## config.mk

```make
export PLATFORM = sky130hd
export DESIGN_NAME = uart_tx_serializer
export DESIGN_NICKNAME = d
export VERILOG_FILES = /design/src/rtl/uart_tx_serializer.sv
export SDC_FILE = /design/constraint.sdc
export NUM_CORES = 1
export LEC_CHECK = 0
export CAP_MARGIN = 20
export CORE_MARGIN = 10
export CORE_UTILIZATION = 60
export CTS_BUF_LIST = sky130_fd_sc_hd__clkbuf_4 sky130_fd_sc_hd__clkbuf_8
export DETAILED_ROUTE_END_ITERATION = 8
export PLACE_DENSITY = 0.82
export SYNTH_ARGS = -nofsm -noshare
export SYNTH_HDL_FRONTEND = slang
export SYNTH_SLANG_ARGS = --single-unit
```

## constraint.sdc

```tcl
create_clock -name clk -period 3.3 [get_ports clk]
set_clock_uncertainty 0.2 [all_clocks]
set_input_delay 0.99 -clock clk [delete_from_list [all_inputs] [get_ports clk]]
set_output_delay 0.99 -clock clk [all_outputs]
set_load 0.05 [all_outputs]
```

## src/rtl/uart_tx_serializer.sv

```systemverilog
// Start / 8 data bits / stop serializer for the processor PIO byte port, LSB first.
// Define UART_TX_PARITY_EN to insert an even-parity bit between data and stop bits.
module uart_tx_serializer #(
  parameter int CLK_DIV     = 326,
  parameter int BIT_SAMPLES = 16
) (
  input  logic       clk,
  input  logic       reset,
  input  logic       load,
  input  logic       transmit,
  input  logic [7:0] data_in,
  output logic       tx_serial,
  output logic [3:0] bics,
  output logic       busy,
  output logic       done
);

  localparam int DIV_W = (CLK_DIV > 1) ? $clog2(CLK_DIV) : 1;
  localparam int BSC_W = $clog2(BIT_SAMPLES);
  localparam logic [DIV_W-1:0] DIV_MAX  = DIV_W'(CLK_DIV - 1);
  localparam logic [DIV_W-1:0] DIV_ONE  = DIV_W'(1);
  localparam logic [DIV_W-1:0] DIV_ZERO = DIV_W'(0);
  localparam logic [BSC_W-1:0] BSC_MAX  = BSC_W'(BIT_SAMPLES - 1);
  localparam logic [BSC_W-1:0] BSC_ONE  = BSC_W'(1);
  localparam logic [BSC_W-1:0] BSC_ZERO = BSC_W'(0);
`ifdef UART_TX_PARITY_EN
  localparam logic [3:0] LAST_BIT = 4'd10;
`else
  localparam logic [3:0] LAST_BIT = 4'd9;
`endif

  typedef enum logic [1:0] {
    IDLE   = 2'd0,
    LOADED = 2'd1,
    SEND   = 2'd2
  } state_t;

  state_t           state_q, state_d;
  logic [7:0]       shift_q, shift_d;
  logic [DIV_W-1:0] div_q, div_d;
  logic [BSC_W-1:0] bsc_q, bsc_d;
  logic [3:0]       bics_q, bics_d;
  logic             tx_q, tx_d;
  logic             busy_q, busy_d;
  logic             done_q, done_d;
  logic             tick;
`ifdef UART_TX_PARITY_EN
  logic             parity_q, parity_d;
`endif

  assign tick      = (div_q == DIV_MAX);
  assign tx_serial = tx_q;
  assign bics      = bics_q;
  assign busy      = busy_q;
  assign done      = done_q;

  // State and datapath registers with synchronous reset
  always_ff @(posedge clk) begin
    if (reset) begin
      state_q  <= IDLE;
      shift_q  <= 8'd0;
      div_q    <= DIV_ZERO;
      bsc_q    <= BSC_ZERO;
      bics_q   <= 4'd0;
      tx_q     <= 1'b1;
      busy_q   <= 1'b0;
      done_q   <= 1'b0;
`ifdef UART_TX_PARITY_EN
      parity_q <= 1'b0;
`endif
    end else begin
      state_q  <= state_d;
      shift_q  <= shift_d;
      div_q    <= div_d;
      bsc_q    <= bsc_d;
      bics_q   <= bics_d;
      tx_q     <= tx_d;
      busy_q   <= busy_d;
      done_q   <= done_d;
`ifdef UART_TX_PARITY_EN
      parity_q <= parity_d;
`endif
    end
  end

  // Next-state and next-output logic; outputs are computed one cycle ahead so they leave registered
  always_comb begin
    state_d  = state_q;
    shift_d  = shift_q;
    div_d    = div_q;
    bsc_d    = bsc_q;
    bics_d   = bics_q;
    tx_d     = tx_q;
    busy_d   = busy_q;
    done_d   = 1'b0;
`ifdef UART_TX_PARITY_EN
    parity_d = parity_q;
`endif
    case (state_q)
      IDLE: begin
        tx_d   = 1'b1;
        bics_d = 4'd0;
        // transmit is deliberately not looked at here: a byte must be latched first
        if (load) begin
          shift_d  = data_in;
`ifdef UART_TX_PARITY_EN
          parity_d = ^data_in;
`endif
          busy_d   = 1'b1;
          state_d  = LOADED;
        end else begin
          busy_d   = 1'b0;
        end
      end
      LOADED: begin
        tx_d = 1'b1;
        if (load) begin
          shift_d  = data_in;
`ifdef UART_TX_PARITY_EN
          parity_d = ^data_in;
`endif
        end else begin
          shift_d  = shift_q;
        end
        if (transmit) begin
          state_d = SEND;
          div_d   = DIV_ZERO;
          bsc_d   = BSC_ZERO;
          bics_d  = 4'd0;
          tx_d    = 1'b0;
        end else begin
          state_d = LOADED;
        end
      end
      SEND: begin
        if (!tick) begin
          div_d = div_q + DIV_ONE;
        end else begin
          div_d = DIV_ZERO;
          if (bsc_q != BSC_MAX) begin
            bsc_d = bsc_q + BSC_ONE;
          end else begin
            bsc_d = BSC_ZERO;
            if (bics_q == LAST_BIT) begin
              state_d = IDLE;
              done_d  = 1'b1;
              busy_d  = 1'b0;
              bics_d  = 4'd0;
              tx_d    = 1'b1;
            end else begin
              bics_d = bics_q + 4'd1;
              // bics_q 0..7 means the next bit on the line is a data bit
              if (bics_q < 4'd8) begin
                tx_d    = shift_q[0];
                shift_d = {1'b0, shift_q[7:1]};
              end
`ifdef UART_TX_PARITY_EN
              else if (bics_q == 4'd8) begin
                tx_d = parity_q;
              end
`endif
              else begin
                tx_d = 1'b1;
              end
            end
          end
        end
      end
      default: begin
        state_d = IDLE;
        tx_d    = 1'b1;
        busy_d  = 1'b0;
        bics_d  = 4'd0;
      end
    endcase
  end

endmodule

```

==> summary.txt, run 1 <==
Run status
  – Outcome: finished clean

Worst setup path
  – CP Class: flop to primary output
  – Worst Path Required: 2.11 ns
  – R2R cell count: 8
  – CP bufs+invs: 1
  – CP cell instances: clkdlybuf4s50_1
  – Crit path launch type: flop
  – Critical path peak fanout: 6
  – Worst r2r src: state_q[0]
  – Crit end category: primary output
  – CP max stage cell: clkdlybuf4s50_1
  – R2r endpoint: div_q[1]
  – Crit-path leading delay family: buffers and inverters
  – Register-to-Register Setup Slack: about 1.0 ns
  – Crit-path max cell delay: 0.85 ns
  – Arr. time, crit path: 1.63 ns

STA
  – Final worst slack: 0.478 ns
  – Period minus WS final: approximately 2.8 ns
  – Final setup vio count: 0
  – Unrepaired setup endpoints after global routing: false
  – Least-Margin Pin Slew: about 0.53 ns
  – Hold Fails Final Rpt: 0
  – Setup TNS: 0 ns
  – Rel. slew slack: about two thirds
  – Final Max Slew Viols: 0
  – Max Clk Rate: 0.354 GHz
  – Final Cycle Share: 85.5%

Place
  – Dpl cell area: between 1500 and 2000 sq um
  – Number of I/O port buffers: 18
  – HPWL after DPL: 2550 um
  – Place WS: 0.422 ns
  – Gpl congestion: between 0.7 and 0.8
  – Placed cells: 220

Yosys
  – Mapped Cells: 176
  – Synth area leaders: dfxtp_1, a21oi_1, ha_1, mux2i_1, a311oi_1
  – Post-synth ARST share: 0%
  – Register bit total from synthesis: 30
  – Mapped Nets: approximately 200
  – Yosys top cell area share: 38.0%
  – Synthesized cell area: 1580 sq um
  – Sequential area share after synthesis: 38.0%
  – Mean Syn Cell Area: 8.99 sq um
  – Number of flops mapped to enable cells by yosys: 0
  – Ys flop type: dfxtp_1
  – Cell taking the most area after synthesis: dfxtp_1
  – Synth warn: 0
  – Post-synthesis cell type count: 47

Worst hold path
  – Worst hold path depth: 2
  – HP Class: flop to flop
  – Worst hold start: bsc_q[1]
  – Hold Path End: bsc_q[1]

Routing
  – Vias per cell: approximately 6
  – Iteration-0 DRC Markers: around 140
  – ANT nets after route: 0
  – Via count: 1399
  – Routed len/inst: 15.6 um
  – Routed wire length: 3560 um
  – # DRC: 0
  – Pre-antenna DRT Iters: 4

Final layout
  – Commonest non-fill, non-tap cell in the layout: dfxtp_1
  – Layout cells sized above 1: approximately 9.1%
  – P&R area growth vs syn: 17.5%
  – Final net count: ~220
  – Cell Count, Final, Fillers Out: approximately 230
  – Commonest cells after routing, fill and taps aside: dfxtp_1, a21oi_1, clkdlybuf4s50_1
  – Post-route cell area: 1860 sq um
  – Number of diodes: 0

Clock network
  – Clock transition at path regs: 0.10 ns
  – Post CTS Setup Buffer Count: 0
  – Cts repair resizes: 0
  – CTS tree: done
  – Hold Buf Count CTS: 0
  – Cts bufs inserted: 5
  – Htree depth: 2
  – CTS Buffer Depth: 2
  – Insertion delay to the later sink of the worst-skew pair: 0.33 ns
  – Root Driver: clkbuf_4
  – TritonCTS Sinks: 30

Power and ir drop
  – Worst VDD drop: 0.447 mV
  – Power density over the cells: between 500 and 600 nW/um^2
  – Static Leakage: 0.645 nW

Die
  – FP Rows: 18
  – Die width: 71.3 um
  – Die ar.: 5090 sq um
  – Starting Density: roughly 63%
  – Core area: approximately 2500 sq um
  – # IOs: 19
  – Die height: between 70 and 80 um

Global routing
  – Initial antenna violation count: 0
  – Pin count of the biggest net entering global routing: 23
  – Grt total ovfl: 0
  – GRT Util Overall: 13.6%
  – Vias in the first global route: ~1300
  – First-pass GRT wire length: 5820 um

Job
  – Max Cap Viol: 0
[worst max path at each step]
stage,start,endpoint,depth (start not counted)
final,bics[3],bics[3],1
after global routing,bics[3],bics[3],1
after CTS,bics[3],bics[3],1
after detailed placement,load,shift_q[5],5
after global placement,transmit,div_q[6],6
after floorplan,transmit,bsc_q[2],5
[state kept, by name, summed over array words and instances (netlist names)]
signal	flops
busy	1
state_q	2
bics	4
tx_serial	1
done	1
shift_q	8
div_q	9
bsc_q	4
[layer usage]
layer / vias up / GRT usage, % / part of all wire [%]
met5: - / 0 / 0
met4: 0 / 5.16 / 0.96
met3: 5 / 6.34 / 6.6
met2: 36 / 20.6 / 45
met1: 645 / 16.2 / 47
li1: 713 / - / -
[Yosys cell counts, drive strengths merged, types with 4 or more instances]
master	number
dfxtp	30
a21oi	21
nor2	12
nand2	10
ha	8
o21ai	8
a311oi	7
mux2i	7
buf	5
inv	5
nand3	5
nand4	5
or4	4
[final cells by class]
class	instances	area, sq um
multi-input cells	131	920
fillers	196	642
flip-flops and latches	30	601
repair buffers	22	210
clock buffers	7	58.8
well taps	30	37.5
inverters	7	26.3
clock inverters	1	5.00
[report_power, final]
part | switching, mW | total [mW] | leakage, nW | internal (mW)
Clock | 0.131 | 0.242 | 0.0387 | 0.111
Sequential | 0.0281 | 0.432 | 0.245 | 0.404
Combinational | 0.162 | 0.272 | 0.361 | 0.111
Total | 0.321 | 0.946 | 0.645 | 0.626
[logic make-up (layout without fill, tap and decap cells)]
group                    after synthesis  after routing  synth area share (%)
AND/OR/NAND/NOR                       57             57                  21.2
multiplexers                           7              7                  4.43
XOR/XNOR                               5              5                  2.77
buffers and inverters                 15             37                  3.88
adder cells (fa/ha/maj)                8              8                  6.33
AO/OA/AOI/OAI                         54             54                  23.4
flip-flops                            30             30                  38.0
[metrics by stage]
stage	power (mW)	hold slack, ns	utilization [%]
finish	0.946	0.306	74.3
global route	0.998	0.333	74.3
CTS	0.946	0.302	74.3
detailed placement	0.708	0.291	71.8
global placement	0.695	0.263	71.8
floorplan	0.632	0.254	-
(Power assumes the default switching activity.)
==> run 2, diff against run 1 <==
--- a/config.mk
+++ b/config.mk
@@ -6,11 +6,12 @@
 export NUM_CORES = 1
 export LEC_CHECK = 0
 export CAP_MARGIN = 20
+export CORE_ASPECT_RATIO = 0.6
 export CORE_MARGIN = 10
-export CORE_UTILIZATION = 60
+export CORE_UTILIZATION = 59
 export CTS_BUF_LIST = sky130_fd_sc_hd__clkbuf_4 sky130_fd_sc_hd__clkbuf_8
 export DETAILED_ROUTE_END_ITERATION = 8
-export PLACE_DENSITY = 0.82
+export PLACE_DENSITY = 0.81
 export SYNTH_ARGS = -nofsm -noshare
 export SYNTH_HDL_FRONTEND = slang
 export SYNTH_SLANG_ARGS = --single-unit
==> run 2 against run 1 <==
Effect of this change: combinational power up 1%; non-clock buffer count up 1; maximum frequency up 2.6%; die area up 2.6%; design area up 2.2%; via count up 3.9%; first-iteration DRC count up 43%; routed wire length up 5.0%; total power up 7.3%; core utilization up 0.45 points; global-route usage up 0.96 points; sequential power about the same; critical endpoint unchanged.
==> summary.txt, run 2 (same netlist as run 1, synthesis figures left out) <==
Run status
  – Outcome: finished clean

Clock network
  – Insertion delay to the later sink of the worst-skew pair: 0.28 ns (-0.05 ns)
  – Hold Buf Count CTS: 0 (unchanged)
  – CTS tree: done
  – TritonCTS Sinks: 30 (unchanged)
  – Post CTS Setup Buffer Count: 0 (unchanged)
  – Root Driver: clkbuf_8
  – Cts bufs inserted: 5 (unchanged)
  – CTS Buffer Depth: 2 (unchanged)
  – Cts repair resizes: 0 (unchanged)
  – Htree depth: 2 (unchanged)
  – Clock transition at path regs: 0.06 ns (-0.04 ns)

STA
  – Unrepaired setup endpoints after global routing: false
  – Rel. slew slack: 65.2% (+0.36 points)
  – Least-Margin Pin Slew: 0.522 ns (-0.00538 ns)
  – Hold Fails Final Rpt: 0 (unchanged)
  – Final setup vio count: 0 (unchanged)
  – Setup TNS: 0 ns (unchanged)
  – Final Cycle Share: 83.3% (-2.2 points)
  – Period minus WS final: 2.75 ns (-0.0714 ns)
  – Max Clk Rate: 0.364 GHz (+2.6%)
  – Final Max Slew Viols: 0 (unchanged)

Worst setup path
  – R2r endpoint: shift_q[3]
  – Critical path peak fanout: 6 (unchanged)
  – CP Class: flop to primary output
  – Register-to-Register Setup Slack: 1.09 ns (+0.05 ns)
  – Arr. time, crit path: 1.56 ns (-0.07 ns)
  – Crit end category: primary output
  – Worst Path Required: 2.11 ns (about the same)
  – Worst r2r src: state_q[0]
  – CP cell instances: clkdlybuf4s50_1
  – Crit-path leading delay family: buffers and inverters
  – CP max stage cell: clkdlybuf4s50_1
  – Crit path launch type: flop
  – CP bufs+invs: 1 (unchanged)
  – R2R cell count: 7 (-1)
  – Crit-path max cell delay: 0.85 ns (about the same)

Routing
  – # DRC: 0 (unchanged)
  – Vias per cell: 6.29 (+2.5%)
  – Pre-antenna DRT Iters: 4 (unchanged)
  – Routed wire length: 3740 um (+5.0%)
  – Via count: 1453 (+3.9%)
  – ANT nets after route: 0 (unchanged)
  – Iteration-0 DRC Markers: 204 (+43%)
  – Routed len/inst: 16.2 um (+3.7%)

Place
  – HPWL after DPL: 2810 um (+10%)
  – Gpl congestion: 0.907 (+17%)
  – Number of I/O port buffers: 18 (unchanged)
  – Placed cells: 223 (+1.4%)

Die
  – Starting Density: 62.3% (-1.0 points)
  – Die ar.: 5220 sq um (+2.6%)
  – # IOs: 19 (unchanged)
  – Die height: 60.1 um (-16%)
  – FP Rows: 14 (-4)
  – Core area: 2540 sq um (+1.6%)
  – Die width: 86.8 um (+22%)

Global routing
  – Grt total ovfl: 0 (unchanged)
  – Pin count of the biggest net entering global routing: 23 (unchanged)
  – GRT Util Overall: 14.5% (+0.96 points)
  – Vias in the first global route: 1250 (-2.4%)
  – First-pass GRT wire length: 5980 um (+2.7%)
  – Initial antenna violation count: 0 (unchanged)

Final layout
  – Most flops, register: div_q
  – Cell Count, Final, Fillers Out: 231 (+1.3%)
  – Commonest cells after routing, fill and taps aside: dfxtp_1, a21oi_1, clkdlybuf4s50_1
  – Final net count: 218 (+0.46%)
  – Commonest non-fill, non-tap cell in the layout: dfxtp_1
  – Max reg flops: 9 (unchanged)
  – P&R area growth vs syn: 20.1%
  – Biggest regs: div_q x9, shift_q x8
  – Layout cells sized above 1: 9.55% (+0.46 points)
  – Number of diodes: 0 (unchanged)

Power and ir drop
  – Power density over the cells: 535 nW/um^2 (+4.9%)
  – Worst VDD drop: 0.343 mV (-23%)
  – Static Leakage: 0.662 nW (+2.7%)

Worst hold path
  – Hold Path End: tx_serial
  – HP Class: flop to flop
  – Worst hold start: tx_serial
  – Worst hold path depth: 2 (unchanged)

Job
  – Max Cap Viol: 0 (unchanged)
==> run 2: cell count changes in the layout (fill, tap and decap cells not counted) <==
cell      before  now
clkbuf_4       6    1
clkbuf_8       1    6
buf_4          4    5
==> run 2: layout make-up <==
cell class	count	area, sq um
multi-input cells	131	920
inverters	7	26.3
repair buffers	23	218
flip-flops and latches	30	601
clock buffers	7	90.1
well taps	32	40.0
clock inverters	1	5.00
fillers	176	641
==> run 2: metrics by stage <==
step                      power (mW)  instance area (sq um)  util [%]  setup WS [ns]  hold WS (ns)
after floorplan                0.632                   1580         -           1.02         0.254
after global placement         0.698                   1800      71.0          0.496         0.272
after detailed placement       0.710                   1800      71.0          0.431         0.279
after CTS                       1.02                   1900      74.8          0.517         0.291
after global routing            1.07                   1900      74.8          0.506         0.302
final                           1.02                   1900      74.8          0.550         0.294
==> run 2: worst max path at each step <==
stage	endpoint	start	slack, ns	depth (start not counted)
global route	bics[3]	bics[3]	0.51	1
global placement	div_q[6]	transmit	0.50	6
detailed placement	shift_q[3]	load	0.43	5
finish	bics[3]	bics[3]	0.55	1
CTS	bics[3]	bics[3]	0.52	1
floorplan	bsc_q[2]	transmit	1.02	5
==> run 2: layer usage <==
| metal | share of wire (%) | track usage, % | up-vias |
|---|---|---|---|
| met1 | 47 | 19.4 | 666 |
| met3 | 10 | 5.83 | 7 |
| met2 | 42 | 20.3 | 68 |
| met5 | 0 | 0 | - |
| met4 | 0.96 | 5.29 | 0 |
| li1 | - | - | 712 |
==> run 2: power by group <==
group	leakage (nW)	total (mW)	internal (mW)	switching, mW
clock	0.0517	0.308	0.176	0.132
combinational	0.366	0.276	0.113	0.164
sequential	0.245	0.431	0.404	0.0266
total	0.662	1.02	0.693	0.322
